===== config.mk =====
export PLATFORM = sky130hd
export DESIGN_NAME = mem_responder
export DESIGN_NICKNAME = d
export VERILOG_FILES = /design/src/rtl/mem_responder.sv
export SDC_FILE = /design/constraint.sdc
export NUM_CORES = 1
export LEC_CHECK = 0
export ABC_AREA = 1
export CORE_MARGIN = 3
export CORE_UTILIZATION = 45
export DETAILED_ROUTE_END_ITERATION = 7
export GPL_ROUTABILITY_DRIVEN = 0
export PLACE_DENSITY = 0.75
export SLEW_MARGIN = 20
export SYNTH_ARGS = -nofsm -noshare
export SYNTH_HDL_FRONTEND = slang
export SYNTH_SLANG_ARGS = --single-unit

===== constraint.sdc =====
create_clock -name clk -period 2.7 [get_ports clk]
set_input_delay 0.54 -clock clk [delete_from_list [all_inputs] [get_ports clk]]
set_output_delay 0.54 -clock clk [all_outputs]
set_load 0.005 [all_outputs]

===== src/rtl/mem_responder.sv =====
// Memory-side responder for the CPU serial bus: decodes TX messages into
// synchronous 16-bit memory accesses and streams read data back as RX replies.
module mem_responder #(
  parameter int unsigned NSHIFT     = 2,
  parameter int unsigned READ_DELAY = 0
) (
  input  logic              clk,
  input  logic              reset,
  input  logic [NSHIFT-1:0] rx_in_pins,
  output logic [NSHIFT-1:0] tx_out_pins,
  output logic [14:0]       mem_addr,
  output logic [15:0]       mem_wdata,
  output logic [1:0]        mem_wmask,
  output logic              mem_we,
  output logic              mem_re,
  input  logic [15:0]       mem_rdata,
  output logic              busy,
  output logic              error
);

  localparam int unsigned W  = 16 / NSHIFT;
  localparam int unsigned WB = (W / 2 == 0) ? 1 : W / 2;
  localparam int unsigned CW = 5;
  localparam int unsigned DW = 16;

  localparam logic [1:0] CMD_RD   = 2'd0;
  localparam logic [1:0] CMD_WR8  = 2'd1;
  localparam logic [1:0] CMD_WR16 = 2'd2;

  typedef enum logic [2:0] {S_IDLE, S_CMD, S_ADDR, S_DATA, S_EXEC} state_e;

  state_e            state_q, state_d;
  logic [1:0]        cmd_q, cmd_d;
  logic [CW-1:0]     cnt_q, cnt_d;
  logic [15:0]       addr_q, addr_d;
  logic [15:0]       data_q, data_d;
  logic [14:0]       mem_addr_q, mem_addr_d;
  logic [15:0]       mem_wdata_q, mem_wdata_d;
  logic [1:0]        mem_wmask_q, mem_wmask_d;
  logic              mem_we_q, mem_we_d;
  logic              mem_re_q, mem_re_d;
  logic              error_q, error_d;
  logic              busy_q, busy_d;
  logic              rd_pend_q, rd_pend_d;
  logic              buf_full_q, buf_full_d;
  logic [15:0]       buf_q, buf_d;
  logic [DW-1:0]     dly_q, dly_d;
  logic [NSHIFT-1:0] tx_out_q, tx_out_d;
  logic [15:0]       tx_sh_q, tx_sh_d;
  logic [CW-1:0]     tx_rem_q, tx_rem_d;
  logic              tx_on_q, tx_on_d;

  logic [15:0]   addr_full;
  logic [15:0]   data_full;
  logic [CW-1:0] data_last;
  logic          load;
  logic          tx_start;
  logic [15:0]   tx_src;

  // Registers for receiver, reply buffer and transmitter
  always_ff @(posedge clk) begin
    if (reset) begin
      state_q     <= S_IDLE;
      cmd_q       <= '0;
      cnt_q       <= '0;
      addr_q      <= '0;
      data_q      <= '0;
      mem_addr_q  <= '0;
      mem_wdata_q <= '0;
      mem_wmask_q <= '0;
      mem_we_q    <= 1'b0;
      mem_re_q    <= 1'b0;
      error_q     <= 1'b0;
      busy_q      <= 1'b0;
      rd_pend_q   <= 1'b0;
      buf_full_q  <= 1'b0;
      buf_q       <= '0;
      dly_q       <= '0;
      tx_out_q    <= '0;
      tx_sh_q     <= '0;
      tx_rem_q    <= '0;
      tx_on_q     <= 1'b0;
    end else begin
      state_q     <= state_d;
      cmd_q       <= cmd_d;
      cnt_q       <= cnt_d;
      addr_q      <= addr_d;
      data_q      <= data_d;
      mem_addr_q  <= mem_addr_d;
      mem_wdata_q <= mem_wdata_d;
      mem_wmask_q <= mem_wmask_d;
      mem_we_q    <= mem_we_d;
      mem_re_q    <= mem_re_d;
      error_q     <= error_d;
      busy_q      <= busy_d;
      rd_pend_q   <= rd_pend_d;
      buf_full_q  <= buf_full_d;
      buf_q       <= buf_d;
      dly_q       <= dly_d;
      tx_out_q    <= tx_out_d;
      tx_sh_q     <= tx_sh_d;
      tx_rem_q    <= tx_rem_d;
      tx_on_q     <= tx_on_d;
    end
  end

  // Next-state logic; strobes and pins are computed one cycle ahead so they register out on time
  always_comb begin
    state_d     = state_q;
    cmd_d       = cmd_q;
    cnt_d       = cnt_q;
    addr_d      = addr_q;
    data_d      = data_q;
    mem_addr_d  = mem_addr_q;
    mem_wdata_d = mem_wdata_q;
    mem_wmask_d = mem_wmask_q;
    mem_we_d    = 1'b0;
    mem_re_d    = 1'b0;
    error_d     = error_q;
    rd_pend_d   = mem_re_q;
    buf_full_d  = buf_full_q;
    buf_d       = buf_q;
    dly_d       = dly_q;
    tx_out_d    = '0;
    tx_sh_d     = tx_sh_q;
    tx_rem_d    = tx_rem_q;

    addr_full = (addr_q >> NSHIFT) | (16'(rx_in_pins) << (16 - NSHIFT));
    data_full = (data_q >> NSHIFT) | (16'(rx_in_pins) << (16 - NSHIFT));
    data_last = (cmd_q == CMD_WR8) ? CW'(WB - 1) : CW'(W - 1);

    unique case (state_q)
      S_IDLE: if (rx_in_pins[0]) state_d = S_CMD;
      S_CMD: begin
        cmd_d   = rx_in_pins[1:0];
        cnt_d   = '0;
        state_d = S_ADDR;
      end
      S_ADDR: begin
        addr_d = addr_full;
        cnt_d  = cnt_q + CW'(1);
        if (cnt_q == CW'(W - 1)) begin
          cnt_d = '0;
          case (cmd_q)
            CMD_RD: begin
              state_d    = S_EXEC;
              mem_re_d   = 1'b1;
              mem_addr_d = addr_full[15:1];
            end
            CMD_WR8, CMD_WR16: state_d = S_DATA;
            default: begin
              error_d = 1'b1;
              state_d = S_IDLE;
            end
          endcase
        end
      end
      S_DATA: begin
        data_d = data_full;
        cnt_d  = cnt_q + CW'(1);
        if (cnt_q == data_last) begin
          state_d    = S_EXEC;
          mem_we_d   = 1'b1;
          mem_addr_d = addr_q[15:1];
          if (cmd_q == CMD_WR16) begin
            mem_wdata_d = data_full;
            mem_wmask_d = 2'b11;
          end else begin
            // Byte payload lands in the top byte after the shorter shift
            mem_wdata_d = {data_full[15:8], data_full[15:8]};
            mem_wmask_d = addr_q[0] ? 2'b10 : 2'b01;
          end
        end
      end
      S_EXEC:  state_d = S_IDLE;
      default: state_d = S_IDLE;
    endcase

    // Reply buffer: zero-delay replies bypass the buffer straight into the transmitter
    load     = rd_pend_q;
    tx_start = (tx_rem_q == '0) &&
               ((buf_full_q && (dly_q <= DW'(1))) ||
                (!buf_full_q && load && (READ_DELAY == 0)));
    tx_src   = buf_full_q ? buf_q : mem_rdata;

    if (buf_full_q && (dly_q != '0)) dly_d = dly_q - DW'(1);
    if (tx_start) buf_full_d = 1'b0;
    if (load) begin
      if (buf_full_q && !tx_start) begin
        error_d = 1'b1;
      end else if (buf_full_q || !tx_start) begin
        buf_full_d = 1'b1;
        buf_d      = mem_rdata;
        dly_d      = DW'(READ_DELAY);
      end
    end

    if (tx_start) begin
      tx_out_d = NSHIFT'(1);
      tx_sh_d  = tx_src;
      tx_rem_d = CW'(W);
    end else if (tx_rem_q != '0) begin
      tx_out_d = tx_sh_q[NSHIFT-1:0];
      tx_sh_d  = tx_sh_q >> NSHIFT;
      tx_rem_d = tx_rem_q - CW'(1);
    end
    tx_on_d = tx_start || (tx_rem_q != '0);

    busy_d = (state_d != S_IDLE) || buf_full_d || tx_on_d || rd_pend_d;
  end

  assign tx_out_pins = tx_out_q;
  assign mem_addr    = mem_addr_q;
  assign mem_wdata   = mem_wdata_q;
  assign mem_wmask   = mem_wmask_q;
  assign mem_we      = mem_we_q;
  assign mem_re      = mem_re_q;
  assign busy        = busy_q;
  assign error       = error_q;

endmodule


==> impl_metrics.py <==
metrics = {
    "clock_tree": {
        "htree_levels": 4,
        "cts-hold-fix-buffers": 0,
        "cts_buffers": 17,
        "cts_resized": 0,
        "cts_root_buf": "clkbuf_16",
        "clk_pin_slew_ps": 50,
        "post_cts_buffers": 0,
        "clock_sinks": 134,
        "insertion_delay_ps": 420,
        "cts_tree": "built",
        "clockBufferDepth": 2,
    },
    "detailed_routing": {
        "drt_iter0_markers": 417,
        "dr.pass1.iters": 5,
        "vias": 5378,
        "avgRoutedWirePerCell_um": 12.7,
        "via_per_inst": 4.96,
        "ant_nets": 0,
        "remaining_drc_errors": 0,
        "routed_wirelength_um": 13700,
    },
    "worst_setup_path": {
        "ff2ff_setup_slack_ps": 630,
        "arrival_ps": 2370,
        "endpoint": "dly_q[10]",
        "regToRegStartpoint": "tx_rem_q[0]",
        "cp_slowest_stage_delay_ps": 350,
        "path_depth": 11,
        "critical_path.cell_chain": "inv_1 -> ha_1 -> inv_1 -> nor2_1 -> nand2_2 -> inv_2 -> nand2_4 -> nand2_8 -> nand2_4 -> nand2_4 -> nor2_1",
        "worstReg2RegEnd": "dly_q[10]",
        "required_ps": 3000,
        "critPathCaptureType": "flop",
        "critPathTopFamily": "simple AND/OR/NAND/NOR gates",
        "critPathKind": "reg -> reg",
        "worstSetupStartpoint": "tx_rem_q[0]",
        "startpoint_type": "flop",
        "crit_top_cell": "nand2_4",
        "cp_max_fo": 34,
        "cp_num_buf_inv": 3,
        "rr_worst_depth": 11,
        "cp_slowest_cell": "inv_2",
    },
    "layout": {
        "final_cell_area_um2": 7370,
        "drive_gt1_share_pct": 7.49,
        "mostFrequentLayoutCells": "nand2_1 (161), dfxtp_1 (134), nor2_1 (119), o21ai_0 (98), inv_1 (93)",
        "final_common_cell": "nand2_1",
        "diodes": 0,
        "nNetsFinal": 930,
        "synthToLayoutAreaGrowth_pct": 19.4,
        "final_util_pct": 55.2,
    },
    "placement": {
        "dp_hpwl_um": 9170,
        "port_buffers": 58,
        "place_area_um2": 6800,
        "preCtsSetupSlack_ps": 601,
    },
    "logic_synthesis": {
        "ys_seq_elements": 134,
        "synth_compound_area_share_pct": 15.4,
        "synth_nets": 891,
        "synth-simple-area-share_pct": 26.4,
        "synth_top_family_by_area": "simple AND/OR/NAND/NOR gates",
        "synth_xor_area_share_pct": 2.41,
        "synth_fa_ha_area_share_pct": 2.23,
        "synth.yosys.seq_area_share_pct": 43.5,
        "synth_top_area_share_pct": 43.5,
        "ys_top_cells_by_area": "dfxtp_1 (43%), nand2_1 (9.8%), o21ai_0 (7.9%), nor2_1 (7.2%), inv_1 (5.7%)",
        "synth_mux_area_share_pct": 0,
        "synth_cells": 860,
        "synth.distinct_cells": 36,
        "syn_area_um2": 6170,
        "yosysTopAreaCell": "dfxtp_1",
        "syn_area_per_cell_um2": 7.17,
        "yosysWarningCount": 0,
    },
    "timing": {
        "fmax_ghz": 0.483,
        "tns_ps": 0,
        "hold_viol": 0,
        "period_needed_ps": 2070,
        "fin_worst_skew_ps": 8.93,
        "fin_ws_ps": 628,
        "rsz0062_at_grt": "false",
        "maxSlewViolCount": 0,
        "tightestPinTransition_ps": 629,
        "period_share_pct": 76.8,
        "finalSetupViolCount": 0,
        "relSlewSlack_pct": 58.1,
    },
    "grt": {
        "antenna_found_initial": 0,
        "grt_pass1_vias": 4935,
        "grt_max_degree": 56,
        "grt_first_pass_wirelength_um": 23100,
        "overflow": 0,
        "grt_usage_pct": 19.0,
    },
    "hold_path": {
        "hp-class": "reg -> reg",
    },
    "die": {
        "dieWidth_um": 123,
        "die_y_um": 123,
        "die_area_um2": 15200,
        "io_pins": 59,
        "initial_core_util_pct": 46.2,
        "coreArea_um2": 13300,
        "placementRows": 42,
    },
    "power": {
        "p_leak_nw": 3.24,
        "vdd_drop_max_v": 0.000493,
        "cellPowerDensity_nw_per_um2": 722,
    },
    "outcome": {
        "outcome": "completed",
    },
    "run": {
        "maxCapViolCount": 0,
    },
}
==> per-layer routing <==
layer | global-route usage [%] | wire length [um] | vias to the layer above
li1 | - | - | 2817
met1 | 25.3 | 6680 | 2425
met2 | 29.1 | 5990 | 115
met3 | 5.81 | 770 | 21
met4 | 7.40 | 279 | 0
met5 | 0 | 0 | -
==> state kept, by name, indices dropped and copies added (netlist names) <==
| name | count |
|---|---|
| mem_wmask | 2 |
| load | 1 |
| tx_sh_q | 16 |
| buf_full_q | 1 |
| state_q | 3 |
| mem_we | 1 |
| tx_out_pins | 2 |
| mem_wdata | 16 |
| tx_rem_q | 5 |
| data_q | 14 |
| error | 1 |
| buf_q | 16 |
| mem_addr | 15 |
| mem_re | 1 |
| cmd_q | 2 |
| addr_q | 16 |
| busy | 1 |
| dly_q | 16 |
| cnt_q | 5 |
==> cells in the mapped netlist, drive strengths merged <==
library cell    n
xor2            7
nor2          136
ha             11
dfxtp         134
nand3          59
o211ai          1
a21oi          52
o21ai          99
nand2         168
clkbuf         23
nor3            6
o21bai          2
clkinv          1
a211oi         18
nand4           5
xnor2          10
or2             1
buf            24
a21o            1
inv            99
a22o            1
a221oi          1
a31o            1
==> worst min-delay path by stage <==
| stage | depth (start not counted) | start | slack (ps) | to |
|---|---|---|---|---|
| 5_1_grt | 2 | tx_sh_q[1] | 450 | tx_out_pins[1] |
| 3_3_place_gp | 2 | tx_sh_q[1] | 440 | tx_out_pins[1] |
| 3_5_place_dp | 2 | tx_sh_q[1] | 430 | tx_out_pins[1] |
| 2_1_floorplan | 2 | tx_sh_q[1] | 410 | tx_out_pins[1] |
| 4_1_cts | 2 | tx_sh_q[1] | 440 | tx_out_pins[1] |
| 6_report | 2 | tx_sh_q[1] | 440 | tx_out_pins[1] |
==> power by group <==
group / internal [W] / total, W / leakage, nW / switching, W
sequential: 0.00211 / 0.00219 / 1.09 / 0.0000782
combinational: 0.000294 / 0.000862 / 1.87 / 0.000567
clock: 0.00148 / 0.00227 / 0.279 / 0.000796
total: 0.00388 / 0.00532 / 3.24 / 0.00144
==> metrics by stage <==
| stage | hold WS [ps] | std cells | total power (W) |
|---|---|---|---|
| global route | 454 | 1084 | 0.00559 |
| finish | 445 | 1084 | 0.00532 |
| detailed placement | 429 | 1056 | 0.00309 |
| global placement | 435 | 1056 | 0.00307 |
| CTS | 440 | 1084 | 0.00536 |
| floorplan | 408 | 860 | 0.00289 |
==> worst reg2reg max path, delay by kind of cell (launching register included) <==
kind          cells  cell delay, ps
simple gates      7            1020
buf+inv           3             480
flops             1             310
fa+ha+maj         1             150
==> cell type report <==
type                    instances  area (um2)
repair buffers                 67         661
clock buffers                  23         468
flip-flops and latches        134        2680
fillers                      1233        5980
multi-input cells             579        2860
inverters                     100         375
well taps                     176         220
clock inverters                 5         100
==> kinds of logic (layout without fill, tap and decap cells) <==
group | count (synthesis) | count (layout)
DFF | 134 | 134
and+or+nand+nor | 375 | 375
adders and majority gates | 11 | 11
xor gates and xnor gates | 17 | 17
buffers and inverters | 147 | 195
AOI/OAI and AO/OA | 176 | 176
No activity file was read; power rests on OpenSTA's default activity.
